`src/rtl/writeback_port_arbiter.sv`:
```
// writeback_port_arbiter
// Shares the single register-file write port between the two issue lanes.
// Each cycle the oldest pending result (queue head, then lane 1, then lane 2)
// is registered onto the write port; the remaining results wait in a small
// in-order circular queue. The scheduler gets a stall when the queue is
// close to full and hazard hits for registers that still have a pending write.
//
// Ports:
//   clk, n_rst                      clock (rising edge), async active-low reset
//   laneN_wr_en/laneN_rd/laneN_data lane N result (lane 1 older than lane 2)
//   rf_we/rf_waddr/rf_wdata         registered register-file write port
//   stall                           upstream must hold off (count >= DEPTH-1)
//   pending_count                   queue occupancy, excluding the output register
//   query1/query2                   source registers checked for pending writes
//   hazard_hit1/hazard_hit2         a pending write to query1/query2 exists
//   overflow_err                    sticky, a write was dropped
module writeback_port_arbiter #(
  parameter int unsigned DEPTH  = 4,
  parameter int unsigned DATA_W = 32
) (
  input  logic                       clk,
  input  logic                       n_rst,
  input  logic                       lane1_wr_en,
  input  logic [4:0]                 lane1_rd,
  input  logic [DATA_W-1:0]          lane1_data,
  input  logic                       lane2_wr_en,
  input  logic [4:0]                 lane2_rd,
  input  logic [DATA_W-1:0]          lane2_data,
  output logic                       rf_we,
  output logic [4:0]                 rf_waddr,
  output logic [DATA_W-1:0]          rf_wdata,
  output logic                       stall,
  output logic [$clog2(DEPTH):0]     pending_count,
  input  logic [4:0]                 query1,
  input  logic [4:0]                 query2,
  output logic                       hazard_hit1,
  output logic                       hazard_hit2,
  output logic                       overflow_err
);

  localparam int unsigned PTR_W = $clog2(DEPTH);
  localparam int unsigned CNT_W = PTR_W + 1;
  localparam int unsigned RD_W  = 5;

  logic [PTR_W-1:0]  head_q, head_d, tail_q, tail_d;
  logic [CNT_W-1:0]  count_q, count_d;
  logic [RD_W-1:0]   mem_rd_q   [DEPTH];
  logic [RD_W-1:0]   mem_rd_d   [DEPTH];
  logic [DATA_W-1:0] mem_data_q [DEPTH];
  logic [DATA_W-1:0] mem_data_d [DEPTH];
  logic              rf_we_q, rf_we_d;
  logic [RD_W-1:0]   rf_waddr_q, rf_waddr_d;
  logic [DATA_W-1:0] rf_wdata_q, rf_wdata_d;
  logic              overflow_q, overflow_d;

  logic              l1_v, l2_v, q_nonempty;
  logic              e0_v, e1_v, acc0, acc1;
  logic [RD_W-1:0]   e0_rd, e1_rd;
  logic [DATA_W-1:0] e0_data, e1_data;
  logic [CNT_W-1:0]  space;
  logic [PTR_W-1:0]  tail_nx;
  logic [DEPTH-1:0]  entry_valid;

  // Arbitration, enqueue and occupancy update for one cycle.
  always_comb begin
    head_d     = head_q;
    tail_d     = tail_q;
    count_d    = count_q;
    mem_rd_d   = mem_rd_q;
    mem_data_d = mem_data_q;
    rf_we_d    = 1'b0;
    rf_waddr_d = rf_waddr_q;
    rf_wdata_d = rf_wdata_q;
    overflow_d = overflow_q;
    e0_v       = 1'b0;
    e1_v       = 1'b0;
    e0_rd      = lane2_rd;
    e0_data    = lane2_data;
    e1_rd      = lane2_rd;
    e1_data    = lane2_data;

    // x0 writes vanish; on equal rd the younger lane 2 result wins.
    l1_v = lane1_wr_en && (lane1_rd != '0);
    l2_v = lane2_wr_en && (lane2_rd != '0);
    if (l1_v && l2_v && (lane1_rd == lane2_rd)) begin
      l1_v = 1'b0;
    end
    q_nonempty = (count_q != '0);

    // Stream head: queue, then lane 1, then lane 2.
    if (q_nonempty) begin
      rf_we_d    = 1'b1;
      rf_waddr_d = mem_rd_q[head_q];
      rf_wdata_d = mem_data_q[head_q];
    end else if (l1_v) begin
      rf_we_d    = 1'b1;
      rf_waddr_d = lane1_rd;
      rf_wdata_d = lane1_data;
    end else if (l2_v) begin
      rf_we_d    = 1'b1;
      rf_waddr_d = lane2_rd;
      rf_wdata_d = lane2_data;
    end

    // Incoming writes that did not take the port, oldest first.
    if (q_nonempty) begin
      if (l1_v) begin
        e0_v    = 1'b1;
        e0_rd   = lane1_rd;
        e0_data = lane1_data;
        e1_v    = l2_v;
      end else begin
        e0_v = l2_v;
      end
    end else begin
      e0_v = l1_v && l2_v;
    end

    // Retiring from the queue frees its slot before enqueue.
    space = CNT_W'(DEPTH) - count_q + CNT_W'(q_nonempty);
    acc0  = e0_v && (space >= CNT_W'(1));
    acc1  = e1_v && (space >= CNT_W'(2));
    if ((e0_v && !acc0) || (e1_v && !acc1)) begin
      overflow_d = 1'b1;
    end

    tail_nx = tail_q + PTR_W'(1);
    if (acc0) begin
      mem_rd_d[tail_q]   = e0_rd;
      mem_data_d[tail_q] = e0_data;
    end
    if (acc1) begin
      mem_rd_d[tail_nx]   = e1_rd;
      mem_data_d[tail_nx] = e1_data;
    end
    tail_d  = tail_q + PTR_W'(acc0) + PTR_W'(acc1);
    head_d  = head_q + PTR_W'(q_nonempty);
    count_d = count_q + CNT_W'(acc0) + CNT_W'(acc1) - CNT_W'(q_nonempty);
  end

  // Entry i is live when its distance from head is below the occupancy.
  always_comb begin
    entry_valid = '0;
    for (int unsigned i = 0; i < DEPTH; i++) begin
      entry_valid[i] = (CNT_W'(PTR_W'(PTR_W'(i) - head_q)) < count_q);
    end
  end

  // Pending-write hazards: live queue entries plus the output register.
  always_comb begin
    hazard_hit1 = rf_we_q && (rf_waddr_q == query1);
    hazard_hit2 = rf_we_q && (rf_waddr_q == query2);
    for (int unsigned i = 0; i < DEPTH; i++) begin
      if (entry_valid[i] && (mem_rd_q[i] == query1)) hazard_hit1 = 1'b1;
      if (entry_valid[i] && (mem_rd_q[i] == query2)) hazard_hit2 = 1'b1;
    end
    if (query1 == '0) hazard_hit1 = 1'b0;
    if (query2 == '0) hazard_hit2 = 1'b0;
  end

  // State registers.
  always_ff @(posedge clk or negedge n_rst) begin
    if (!n_rst) begin
      head_q     <= '0;
      tail_q     <= '0;
      count_q    <= '0;
      rf_we_q    <= 1'b0;
      rf_waddr_q <= '0;
      rf_wdata_q <= '0;
      overflow_q <= 1'b0;
      for (int unsigned i = 0; i < DEPTH; i++) begin
        mem_rd_q[i]   <= '0;
        mem_data_q[i] <= '0;
      end
    end else begin
      head_q     <= head_d;
      tail_q     <= tail_d;
      count_q    <= count_d;
      rf_we_q    <= rf_we_d;
      rf_waddr_q <= rf_waddr_d;
      rf_wdata_q <= rf_wdata_d;
      overflow_q <= overflow_d;
      mem_rd_q   <= mem_rd_d;
      mem_data_q <= mem_data_d;
    end
  end

  assign rf_we         = rf_we_q;
  assign rf_waddr      = rf_waddr_q;
  assign rf_wdata      = rf_wdata_q;
  assign pending_count = count_q;
  assign overflow_err  = overflow_q;
  // Leaves room for one more cycle of dual writes.
  assign stall         = (count_q >= CNT_W'(DEPTH - 1));

endmodule

```
`config.mk`:
```
export PLATFORM = sky130hd
export DESIGN_NAME = writeback_port_arbiter
export DESIGN_NICKNAME = d
export VERILOG_FILES = /design/src/rtl/writeback_port_arbiter.sv
export SDC_FILE = /design/constraint.sdc
export NUM_CORES = 1
export LEC_CHECK = 0
export BUFFER_PORTS_ARGS = -buffer_cell sky130_fd_sc_hd__buf_2
export CAP_MARGIN = 20
export CORE_AREA = 2 2 141 143
export DETAILED_ROUTE_END_ITERATION = 8
export DIE_AREA = 0 0 143 145
export PLACE_DENSITY = 0.85
export SLEW_MARGIN = 20
export SYNTH_ARGS = -nofsm -noshare
export SYNTH_HDL_FRONTEND = slang
export SYNTH_SLANG_ARGS = --single-unit
export TNS_END_PERCENT = 5
```
`constraint.sdc`:
```
create_clock -name clk -period 9 [get_ports clk]
set_input_delay 0.9 -clock clk [delete_from_list [all_inputs] [get_ports clk]]
set_output_delay 0.9 -clock clk [all_outputs]
set_load 0.02 [all_outputs]
```
==> summary.md <==
| Metric | Value |
|---|---|
| Status | completed |
| Fmax | around 250 MHz |
| FFs w/ async S/R, synth | between 90% and 100% |
| Largest net degree at the start of global routing | 113 |
| Num Clock Sinks | 194 |
| Initial drt markers | 881 |
| Clock Tree Buf Depth | 2 |
| Crit-path leading delay family | simple AND/OR/NAND/NOR gates |
| Min-Delay Path Class | reg -> reg |
| Post-CTS resize count | 0 |
| Clock Power Share | ~17% |
| IO Count | 133 |
| DR vias | a little under 9,000 |
| Comb pwr share | ~50% |
| Bufs and invs on worst path | 3 |
| Synth unique cells | 60 |
| Crit path required time | approximately 9.4 ns |
| Crit path DAT | 4.39 ns |
| Layout cell share with drive strength beyond 1 | between 30% and 40% |
| Synthesis Warnings | 0 |
| PwrDens | 397 nW/um2 |
| Gpl congestion | 0.907 |
| Seq pwr share | 33.4% |
| Part of the cycle the worst path needs | 44.7% |
| CORE AREA | 19,200 um2 |
| DRC Markers | 0 |
| Final setup TNS | 0 ns |
| Final WS setup | 4.98 ns |
| CTS Root Cell | clkbuf_16 |
| Placed cell count | 1,257 |
| Setup CP Type | reg -> reg |
| Commonest non-fill, non-tap cell in the layout | dfrtp_1 |
| Die width | around 140 um |
| Wire length per cell | 24.4 um |
| Hold slack final | roughly 0.47 ns |
| Syn Area/Cell | 12.0 um2 |
| Initial antenna violation count | 1 |
| Final WL | between 30,000 and 40,000 um |
| Filler cells | 1,418 |
| Worst slack at placement | 5.05 ns |
| Area Growth Syn to Fin | 12.4% |
| Syn Nets | between 1,000 and 1,500 |
| Least-Margin Pin Slew | 0.930 ns |
| VDD IR-drop max | roughly 0.20 mV |
| Setup Buffers After CTS | 0 |
| First-pass GRT wire length | around 50,000 um |
| Crit path cell chain | or3_2, inv_1, ha_1, inv_1, ha_1, xor2_1, or2_2, nand2_1, or3_1, a21oi_4, buf_4, o221a_2 |
| Setup violators final | 0 |
| Mapped cell area | around 11,000 um2 |
| Hold Vio Cnt, Final | 0 |
| Syn Inst Count | 931 |
| Cell Rows | 51 |
| Slew margin rel. | 38.0% |
| Die Area | 20,700 um2 |
| Post-CTS Hold Fix Bufs | 0 |
| Worst skew pair latency | 0.44 ns |
| CP Capture Type | register |
| Synth Flop Type | dfrtp_1 |
| GRT overflow | 0 |
| # H-tree levels | 4 |
| Crit start category | register |
| Die Y | between 100 and 150 um |
| Sequential cell area fraction in the yosys report | 43.5% |
| DP HPWL | 18,900 um |
| Final number of max-transition violations | 0 |
| Worst Skew | about 0.011 ns |
| Int Power | 3040 uW |
| Via/cell ratio | 6.86 |
| Clock slew at reported path FFs | 0.07 ns |
| Crit-path max FO | 22 |
| Non-Filler Instances | 1,288 |
| Most frequent cells in the layout | 192 x dfrtp_1, 131 x buf_2, 124 x o221a_2 |
| Number of synthesized flops with an enable pin | 0 |
| Total GRT Usage | 31.1% |
| LEAKAGE | a little under 0.005 uW |
| Final nets | 1,111 |
| Vias in the first global route | 9,052 |
| Critical Path Max Stage Delay | 0.56 ns |
| CTS buffer count | 17 |
| Final Critical Period | 4.02 ns |
| PortBufs | 132 |
| Unrepaired setup endpoints after global routing | no |
| Max-capacitance violation count | 0 |
| NetSw | 1940 uW |
| Initial core utilization | 58.1% |
| FF+latch count, synth | 194 |
| Worst path slowest cell | a21oi_4 |
| First-pass detailed-route iteration total | 6 |
| Antenna Nets Post-Route | 0 |
| CTS tree | yes |
| Sw frac | 39.0% |
[cell usage after synthesis, types with 24 or more instances]
master	number	share of area, %
a21o_1	38	2.6
a22oi_1	32	2.2
buf_2	28	1.3
clkbuf_1	40	1.3
dfrtp_1	194	43
mux2i_1	34	3.0
mux4_2	37	7.5
nand2_1	24	0.81
nand2b_1	74	4.1
o21ai_0	41	1.8
o221a_2	124	13
or3_1	39	2.2
xnor2_1	34	2.7
xor2_1	27	2.1
[metal layers]
metal,GRT usage [%],up-vias,part of all wire [%]
met5,0,-,0.016
met4,8.86,2,1.8
met3,7.00,53,9.3
met2,49.8,524,49
met1,42.7,4457,40
li1,-,3798,-
[through the flow]
stage	cell area [um2]	utilization (%)	power [uW]
after floorplan	11200	-	3480
after global placement	11900	62.0	4030
after detailed placement	11900	62.0	4120
after CTS	12500	65.3	4950
after global routing	12500	65.3	5260
final	12500	65.3	4980
[cells by family after synthesis]
group / share of synthesized area (%)
fa+ha+maj: 1.55
compound gates: 25.1
flops: 43.5
xor+xnor: 4.79
simple gates: 9.87
buf+inv: 4.57
mux: 10.6
[sequential cells by signal, summed over array words and instances (netlist names)]
signal	cells
head_q	2
pending_count	3
mem_rd_q	20
overflow_err	1
rf_waddr	5
rf_wdata	32
rf_we	1
tail_q	2
mem_data_q	128
[power by group through the flow]
| stage | Sequential, uW | Combinational, uW | Clock, uW |
|---|---|---|---|
| floorplan | 1670 | 1820 | 0 |
| global placement | 1650 | 2390 | 0 |
| CTS | 1650 | 2470 | 829 |
| global route | 1710 | 2680 | 869 |
| detailed placement | 1660 | 2460 | 0 |
| finish | 1660 | 2480 | 829 |
[area by class of cell]
| cell class | instances | area (um2) | area share, % |
|---|---|---|---|
| repair buffers | 152 | 823 | 6.56 |
| well taps | 265 | 332 | 2.64 |
| clock inverters | 8 | 150 | 1.20 |
| multi-input cells | 631 | 5840 | 46.5 |
| flip-flops and latches | 194 | 4860 | 38.7 |
| inverters | 15 | 56.3 | 0.449 |
| diodes | 1 | 2.50 | 0.0199 |
| clock buffers | 22 | 484 | 3.86 |
[worst paths after layout]
kind                            cells after the start        endpoint  slack (ns)        startpoint
worst min register to register                      1    overflow_err        0.47      overflow_err
worst max-delay path                               12  mem_data_q[20]        4.98  pending_count[0]
worst max register to register                     12  mem_data_q[20]        4.98  pending_count[0]
min in group asynchronous                           1    rf_wdata[11]        0.56             n_rst
worst min-delay path                                1    overflow_err        0.47      overflow_err
max in group asynchronous                           2       head_q[0]        7.04             n_rst
(Power assumes the default switching activity.)
